`config.mk`:
```
export PLATFORM = sky130hd
export DESIGN_NAME = jtag_master
export DESIGN_NICKNAME = d
export VERILOG_FILES = /design/src/rtl/jtag_master.sv
export SDC_FILE = /design/constraint.sdc
export NUM_CORES = 1
export LEC_CHECK = 0
export CORE_MARGIN = 2
export CORE_UTILIZATION = 32
export DETAILED_ROUTE_END_ITERATION = 10
export PLACE_DENSITY_LB_ADDON = 0.12
export SETUP_SLACK_MARGIN = 0.1
export SLEW_MARGIN = 20
export SYNTH_ARGS = -nofsm -noshare
export SYNTH_HDL_FRONTEND = slang
export SYNTH_SLANG_ARGS = --single-unit
export TNS_END_PERCENT = 30
```
`constraint.sdc`:
```
create_clock -name clk -period 2.4 [get_ports clk]
set_input_delay 0.36 -clock clk [delete_from_list [all_inputs] [get_ports clk]]
set_output_delay 0.36 -clock clk [all_outputs]
set_load 0.03 [all_outputs]
```
`src/rtl/jtag_master.sv`:
```
// jtag_master: host-side JTAG controller that sequences TCK/TMS/TDI from clk and captures TDO.
// Define JTAG_MASTER_TRST_EN to add an active-low TRST output pulsed at INIT and TAP-reset commands.
module jtag_master #(
  parameter int MAX_LEN = 16,
  parameter int CLK_DIV = 2,
  localparam int LW = $clog2(MAX_LEN + 1)
) (
  input  logic               clk,
  input  logic               nRST,
  input  logic               cmd_valid,
  output logic               cmd_ready,
  input  logic [1:0]         cmd_op,
  input  logic [LW-1:0]      cmd_len,
  input  logic [MAX_LEN-1:0] cmd_data,
  output logic               rsp_valid,
  input  logic               rsp_ready,
  output logic [MAX_LEN-1:0] rsp_data,
  output logic               busy,
  output logic               TCK,
  output logic               TMS,
  output logic               TDI,
`ifdef JTAG_MASTER_TRST_EN
  output logic               TRST,
`endif
  input  logic               TDO
);

  localparam int IW = (LW > 3) ? LW : 3;
  localparam int CW = (CLK_DIV > 1) ? $clog2(CLK_DIV) : 1;

  typedef enum logic [2:0] {
    S_INIT, S_IDLE, S_PRE, S_SHIFT, S_POST, S_TLR, S_RESP
  } state_t;

  state_t             state_reg, state_next;
  logic [IW-1:0]      idx_reg, idx_next;
  logic [CW-1:0]      cnt_reg;
  logic               op_ir_reg;
  logic [LW-1:0]      len_reg;
  logic [MAX_LEN-1:0] data_reg, cap_reg, mask_reg, mask_next;
  logic               tms_next, tdi_next;
  logic [LW-1:0]      eff_len;
  logic [IW-1:0]      last_idx;
  logic               phase_end;

  assign eff_len   = (cmd_len > LW'(MAX_LEN)) ? LW'(MAX_LEN) : cmd_len;
  assign last_idx  = IW'(len_reg) - IW'(1);
  assign phase_end = (cnt_reg == CW'(CLK_DIV - 1));

  // Where the sequence goes at the end of the current TCK period, and the pins for the next one.
  always_comb begin
    state_next = state_reg;
    idx_next   = idx_reg + IW'(1);
    mask_next  = mask_reg;
    case (state_reg)
      S_INIT:  if (idx_reg == IW'(5)) begin state_next = S_IDLE; idx_next = '0; end
      S_TLR:   if (idx_reg == IW'(5)) begin state_next = S_RESP; idx_next = '0; end
      S_PRE:   if (idx_reg == (op_ir_reg ? IW'(3) : IW'(2))) begin
                 state_next = S_SHIFT;
                 idx_next   = '0;
                 mask_next  = MAX_LEN'(1);
               end
      S_SHIFT: begin
                 mask_next = mask_reg << 1;
                 if (idx_reg == last_idx) begin state_next = S_POST; idx_next = '0; end
               end
      S_POST:  if (idx_reg == IW'(1)) begin state_next = S_RESP; idx_next = '0; end
      default: ;
    endcase

    tms_next = 1'b0;
    case (state_next)
      S_INIT, S_TLR: tms_next = (idx_next < IW'(5));
      S_PRE:         tms_next = op_ir_reg ? (idx_next < IW'(2)) : (idx_next == '0);
      S_SHIFT:       tms_next = (idx_next == last_idx);
      S_POST:        tms_next = (idx_next == '0);
      default:       tms_next = 1'b0;
    endcase
    tdi_next = (state_next == S_SHIFT) && (|(data_reg & mask_next));
  end

  always_ff @(posedge clk or negedge nRST) begin
    if (!nRST) begin
      state_reg <= S_INIT;
      idx_reg   <= '0;
      cnt_reg   <= '0;
      op_ir_reg <= 1'b0;
      len_reg   <= '0;
      data_reg  <= '0;
      cap_reg   <= '0;
      mask_reg  <= '0;
      TCK       <= 1'b0;
      TMS       <= 1'b1;
      TDI       <= 1'b0;
      cmd_ready <= 1'b0;
      rsp_valid <= 1'b0;
      rsp_data  <= '0;
      busy      <= 1'b0;
`ifdef JTAG_MASTER_TRST_EN
      TRST      <= 1'b0;
`endif
    end else begin
      case (state_reg)
        S_IDLE: begin
          if (cmd_valid && cmd_ready) begin
            cmd_ready <= 1'b0;
            busy      <= 1'b1;
            cap_reg   <= '0;
            cnt_reg   <= '0;
            idx_reg   <= '0;
            op_ir_reg <= (cmd_op == 2'd1);
            len_reg   <= eff_len;
            data_reg  <= cmd_data;
            if (cmd_op[1]) begin
              state_reg <= S_TLR;
              TMS       <= 1'b1;
`ifdef JTAG_MASTER_TRST_EN
              TRST      <= 1'b0;
`endif
            end else if (eff_len == '0) begin
              state_reg <= S_RESP;
            end else begin
              state_reg <= S_PRE;
              TMS       <= 1'b1;
            end
          end
        end
        S_RESP: begin
          if (!rsp_valid) begin
            rsp_valid <= 1'b1;
            rsp_data  <= cap_reg;
          end else if (rsp_ready) begin
            rsp_valid <= 1'b0;
            state_reg <= S_IDLE;
            busy      <= 1'b0;
            cmd_ready <= 1'b1;
          end
        end
        default: begin
          if (state_reg == S_INIT) busy <= 1'b1;
          if (!phase_end) begin
            cnt_reg <= cnt_reg + CW'(1);
          end else begin
            cnt_reg <= '0;
            if (!TCK) begin
              // TDO was updated by the TAP on the previous falling edge.
              TCK <= 1'b1;
              if (state_reg == S_SHIFT) cap_reg <= cap_reg | ({MAX_LEN{TDO}} & mask_reg);
            end else begin
              TCK       <= 1'b0;
              state_reg <= state_next;
              idx_reg   <= idx_next;
              mask_reg  <= mask_next;
              TMS       <= tms_next;
              TDI       <= tdi_next;
`ifdef JTAG_MASTER_TRST_EN
              TRST      <= 1'b1;
`endif
              if (state_next == S_IDLE) begin
                busy      <= 1'b0;
                cmd_ready <= 1'b1;
              end
            end
          end
        end
      endcase
    end
  end

endmodule

```
## Word level (Yosys, flattened, before mapping)

Cells that the tools add are included.

| operators by class | value |
|---|---|
| mux-type cells | 60 |
| add/sub/neg operators | 3 |
| bitwise operators | 6 |
| order comparisons | 3 |
| equality and inequality tests | 22 |
| reductions and logical operators | 27 |

Operators by type and width:

| operator | count |
|---|---|
| $mux W16 | 5 |
| $pmux W16 S2 | 2 |
| $mux W5 | 8 |
| $mux W3 | 12 |
| $and A16 B16 Y16 | 2 |
| $mux W1 | 24 |
| $pmux W5 S4 | 1 |
| $or A16 B16 Y16 | 1 |
| $reduce_or A16 Y1 | 1 |
| $eq A3 B3 Y1 const B | 5 |
| $pmux W3 S5 | 1 |
| $reduce_and A5 Y1 | 3 |
| $eq A3 B2 Y1 const B | 4 |
| $eq A5 B5 Y1 | 2 |
| $logic_not A5 Y1 | 2 |
| $pmux W5 S2 | 1 |
| $reduce_bool A3 Y1 | 3 |
| $pmux W1 S2 | 4 |
| $reduce_and A2 Y1 | 4 |
| $eq A3 B1 Y1 const B | 2 |
| $logic_not A3 Y1 | 2 |
| $ne A2 B2 Y1 const B | 3 |
| $pmux W3 S2 | 1 |
| $reduce_and A3 Y1 | 2 |
| 19 further kinds | 26 |

| word-level totals | value |
|---|---|
| bits in registers | 85 |
| output and inout port bits | 22 |
| input bits | 28 |

## Longest topological paths before layout

| logic depth | value |
|---|---|
| depth in word-level cells | 10 |
| gate-level depth with buffers | 10 |

## Worst setup path before layout

Ideal clock, no wire load.

| timing | value |
|---|---|
| path type | register to register |
| start | reg len_reg[0] |
| end | reg idx_reg[3] |
| required time | 2.274 ns |
| arrival time | 1.983 ns |
| buffers on the path | 0 |
| stages on the path, launching flop included | 10 |
| path slack | 0.291 ns |
| cells stage by stage | dfrtp_1 > inv_1 > ha_1 > xor3_1 > nor3_4 > a41oi_4 > o21ai_4 > nor2b_1 > o21ai_1 > o31ai_1 |

| between the ends | value |
|---|---|
| longest elaborated chain between the ends | 7 |

Ends and longest elaborated chain:

| element | line | RTL |
|---|---|---|
| start, declared | 39 | `logic [LW-1:0] len_reg;` |
| start signal, assigned | 112 | `len_reg <= eff_len;` |
| $sub A5 B1 Y5 | 47 | `assign last_idx = IW'(len_reg) - IW'(1);` |
| $eq A5 B5 Y1 | 65 | `if (idx_reg == last_idx) begin state_next = S_POST; idx_next = '0; end` |
| $mux W5 | 65 |  |
| $pmux W5 S4 | 55 | `case (state_reg)` |
| $mux W5 | 145 | `if (!TCK) begin` |
| $mux W5 | 141 | `if (!phase_end) begin` |
| $pmux W5 S2 | 103 | `case (state_reg)` |
| end signal, assigned | 152 | `idx_reg <= idx_next;` |
| end, declared | 36 | `logic [IW-1:0] idx_reg, idx_next;` |

No other way between the ends. The select of a mux whose other input is x is not followed.
A chain may end at the register's enable or synchronous reset.

## Worst setup path in the final report

| timing | value |
|---|---|
| start | reg idx_reg[2] |
| end | reg TMS |

| between the ends | value |
|---|---|
| longest elaborated chain between the ends | 9 |
| elaborated cells on any way between the ends | 31 |
| classes of those cells | 1 x add/sub; 2 x order compare; 9 x eq/ne; 16 x mux; 3 x reduce/logical |

Ends and longest elaborated chain:

| element | line | RTL |
|---|---|---|
| $add A5 B1 Y5, or another cell as far along | 53 | `idx_next = idx_reg + IW'(1);` |
| $mux W5, or another cell as far along | 67 | `S_POST: if (idx_reg == IW'(1)) begin state_next = S_RESP; idx_next = '0; end` |
| $pmux W5 S4 or $pmux W3 S5 (tied branches) | 55 |  |
| $lt A5 B2 Y1, or another cell as far along | 74 | `S_PRE: tms_next = op_ir_reg ? (idx_next < IW'(2)) : (idx_next == '0);` |
| $mux W1 or $reduce_or A2 Y1 (tied branches) | 74, 72 |  |
| $pmux W1 S4 (*) | 72 | `case (state_next)` |
| $mux W1 (*) | 145 |  |
| $mux W1 (*) | 141 |  |
| $pmux W1 S2 (*) | 103 |  |
| end signal, assigned | 154 | `TMS <= tms_next;` |
| end, declared | 20 | `output logic TMS,` |

Every way passes the cells marked *; elsewhere a longest branch is shown, timed or not. The select of a mux whose other input is x is not followed.

==> impl_metrics.py <==
metrics = {
    "run_status": {
        "outcome": "finished clean",
    },
    "placed_design": {
        "routabilityCongestion": 0.858,
        "placed_cells": 665,
        "io_buffer_count": 49,
        "hpwlAfterDp_mm": 7.98,
    },
    "timing": {
        "fin_hold_ws_ps": 441,
        "setup_viol": 0,
        "report.final.slew_viol_count": 0,
        "min_period_ps": 2190,
        "worst_pin_slew_ps": 542,
        "fin_skew_ps": 9.63,
        "rsz0062_at_grt": "yes",
        "hold_viol_final": 0,
        "post-route-period-util_pct": 91.0,
        "maxSlewHeadroom_pct": 63.8,
        "clock.fmax_mhz": 458,
        "fin_setup_tns_ps": 0,
    },
    "clocking": {
        "clkTransAtPathRegs_ps": 70,
        "clock_latency_ps": 350,
        "cts.htree.levels": 3,
        "cts_tree": "done",
        "numCtsBuffers": 9,
        "cts.path.max_buffers": 2,
        "cts.sinks": 85,
        "root_buffer": "clkbuf_16",
    },
    "routing": {
        "via_per_inst": 5.22,
        "dr.pass1.iters": 5,
        "drc": 0,
        "routed_wl_mm": 11.2,
        "drtIter0Drc": 286,
        "wl_per_cell_um": 16.3,
        "vias": 3574,
        "antenna_left": 0,
    },
    "global_routing": {
        "grt_antenna_before_repair": 0,
        "grt_max_degree": 69,
        "grt_overflow": 0,
        "grt_pass1_wl_mm": 18.8,
        "grt_pass1_vias": 3492,
        "grt_use_total_pct": 16.5,
    },
    "die": {
        "fp.dieW_um": 121,
        "initial_core_util_pct": 32.9,
        "core_area_um2": 13200,
        "ios": 50,
        "die_h_um": 121,
        "row_count": 42,
        "die_area_um2": 14600,
    },
    "logic_synthesis": {
        "netlist_instances": 447,
        "yosysTopAreaCell": "dfrtp_1",
        "synth-edff-count": 0,
        "synth_top_area_share_pct": 48.3,
        "synth_cell_types": 60,
        "syn_nets": 478,
        "synth-seq-cells": 85,
        "synth_warnings": 0,
        "synth_ff_type": "dfrtp_1",
        "ys_top_cells_by_area": "dfrtp_1, nand2_1, a22o_1",
        "synth_async_sr_flop_share_pct": 100,
        "syn_area_per_cell_um2": 9.74,
        "synth_area_um2": 4350,
        "synth.yosys.seq_area_share_pct": 48.9,
    },
    "hold_path": {
        "hold_path_class": "in -> async",
    },
    "layout": {
        "final_nets": 535,
        "drive_above_1_share_pct": 12.8,
        "stdcell_count": 685,
        "final_common_cell": "nand2_1",
        "final_cell_mix": "nand2_1, dfrtp_1, clkdlybuf4s50_1, nor2_1, a21oi_1",
        "diodes": 0,
        "area_growth_pct": 24.7,
    },
    "pwr": {
        "power_mw": 6.19,
        "p_seq_share_pct": 34.7,
        "power.switching_mw": 2.54,
        "p_int_mw": 3.65,
        "p_leak_nw": 2.45,
        "power.density_nw_per_um2": 1140,
        "p_clk_share_pct": 23.5,
        "p_comb_share_pct": 41.8,
        "peakVddDrop_mv": 0.359,
        "netSwitchingFraction_pct": 41.0,
    },
    "worst_setup_path": {
        "critPathBufInv": 0,
        "crit_path_max_fanout": 7,
        "crit_chain": "xor3_1 > nor3_4 > nand4_1 > o211ai_1 > a31oi_1 > a41o_1",
        "arrival_ps": 2470,
        "start_kind": "flip-flop",
        "critical_path.top_delay_family": "compound AO/OA/AOI/OAI gates",
        "cp.depth": 6,
        "r2r_cells": 6,
        "required_ps": 2680,
        "cpMaxStageDelayCell": "xor3_1",
        "crit_path_end_kind": "flip-flop",
        "slowest_delay_ps": 510,
        "crit_type": "reg -> reg",
    },
    "run": {
        "cap_viol_max_count": 0,
    },
}
-- worst register-to-register path, delay by kind of cell, from the launching register on --
family                    cells  cell delay (ps)
and+or+nand+nor               2              550
DFF                           1              500
AOI/OAI and AO/OA             3              570
xor gates and xnor gates      1              510
-- metrics by stage --
stage                     area [µm²]  utilization [%]  worst slack (ps)
after CTS                       5400             40.8               191
after global routing            5430             41.0              88.0
after floorplan                 4350                -               291
after global placement          5080             38.4               228
after detailed placement        5080             38.4               210
final                           5430             41.0               215
-- cells in the mapped netlist, types with 4 or more instances --
| master | number |
|---|---|
| a31oi_1 | 10 |
| a22oi_1 | 12 |
| mux2_2 | 11 |
| buf_2 | 10 |
| nand4_1 | 6 |
| nand2b_1 | 6 |
| xor2_1 | 8 |
| o31ai_1 | 5 |
| a22o_1 | 26 |
| o21ai_0 | 11 |
| o21ai_1 | 6 |
| inv_1 | 5 |
| nand3_1 | 6 |
| o22ai_1 | 4 |
| mux2_1 | 5 |
| nor2_1 | 37 |
| nor3_1 | 6 |
| dfrtp_1 | 84 |
| nand2_1 | 86 |
| a21oi_1 | 31 |
| xnor2_1 | 11 |
| clkbuf_1 | 9 |
| buf_4 | 5 |
-- worst paths after layout --
check	start	to	slack, ps
worst min-delay path	nRST	busy$_DFFE_PN0P_	440
min in group clk	rsp_data[0]$_DFFE_PN0P_	rsp_data[0]$_DFFE_PN0P_	490
worst max register to register	idx_reg[2]$_DFFE_PN0P_	TMS$_DFFE_PN1P_	210
worst max-delay path	idx_reg[2]$_DFFE_PN0P_	TMS$_DFFE_PN1P_	210
worst min register to register	rsp_data[0]$_DFFE_PN0P_	rsp_data[0]$_DFFE_PN0P_	490
max in group asynchronous	nRST	mask_reg[7]$_DFFE_PN0P_	1300
-- cell families (layout without fill, tap and decap cells) --
group / Yosys count / in the layout / share of synthesized area [%]
AOI/OAI and AO/OA: 118 / 118 / 19.0
xor gates and xnor gates: 20 / 20 / 4.37
adders and majority gates: 3 / 3 / 0.862
buffers and inverters: 30 / 92 / 3.30
DFF: 85 / 85 / 48.9
muxes: 17 / 17 / 4.37
and+or+nand+nor: 174 / 174 / 19.2
-- power by group through the flow --
stage | registers, mW | logic [mW] | clock network (mW)
floorplan | 2.10 | 1.83 | 0
global placement | 2.17 | 2.51 | 0
detailed placement | 2.17 | 2.51 | 0
CTS | 2.14 | 2.53 | 1.50
global route | 2.20 | 2.85 | 1.56
finish | 2.15 | 2.59 | 1.45
-- area by class of cell --
class | instances | area, µm²
Fill cell | 1332 | 7810
Sequential cell | 85 | 2130
Multi-Input combinational cell | 332 | 2090
Timing Repair Buffer | 70 | 661
Clock buffer | 10 | 229
Tap cell | 176 | 220
Clock inverter | 6 | 75.1
Inverter | 6 | 22.5
-- layer usage --
layer | global-route usage [%] | part of all wire [%]
met1 | 22.9 | 48
met2 | 25.1 | 45
met3 | 2.88 | 4.2
met4 | 7.78 | 2.6
met5 | 0 | 0
-- what timing repair did --
action | in CTS | in global routing
setup endpoints to repair | 0 | 3
endpoints found under the hold margin | 16 | 0
hold buffers | 1 | 0
buffers inserted | 0 | 3
gates resized for setup | 0 | 3
Note: power is estimated with default switching activity, not from simulation.
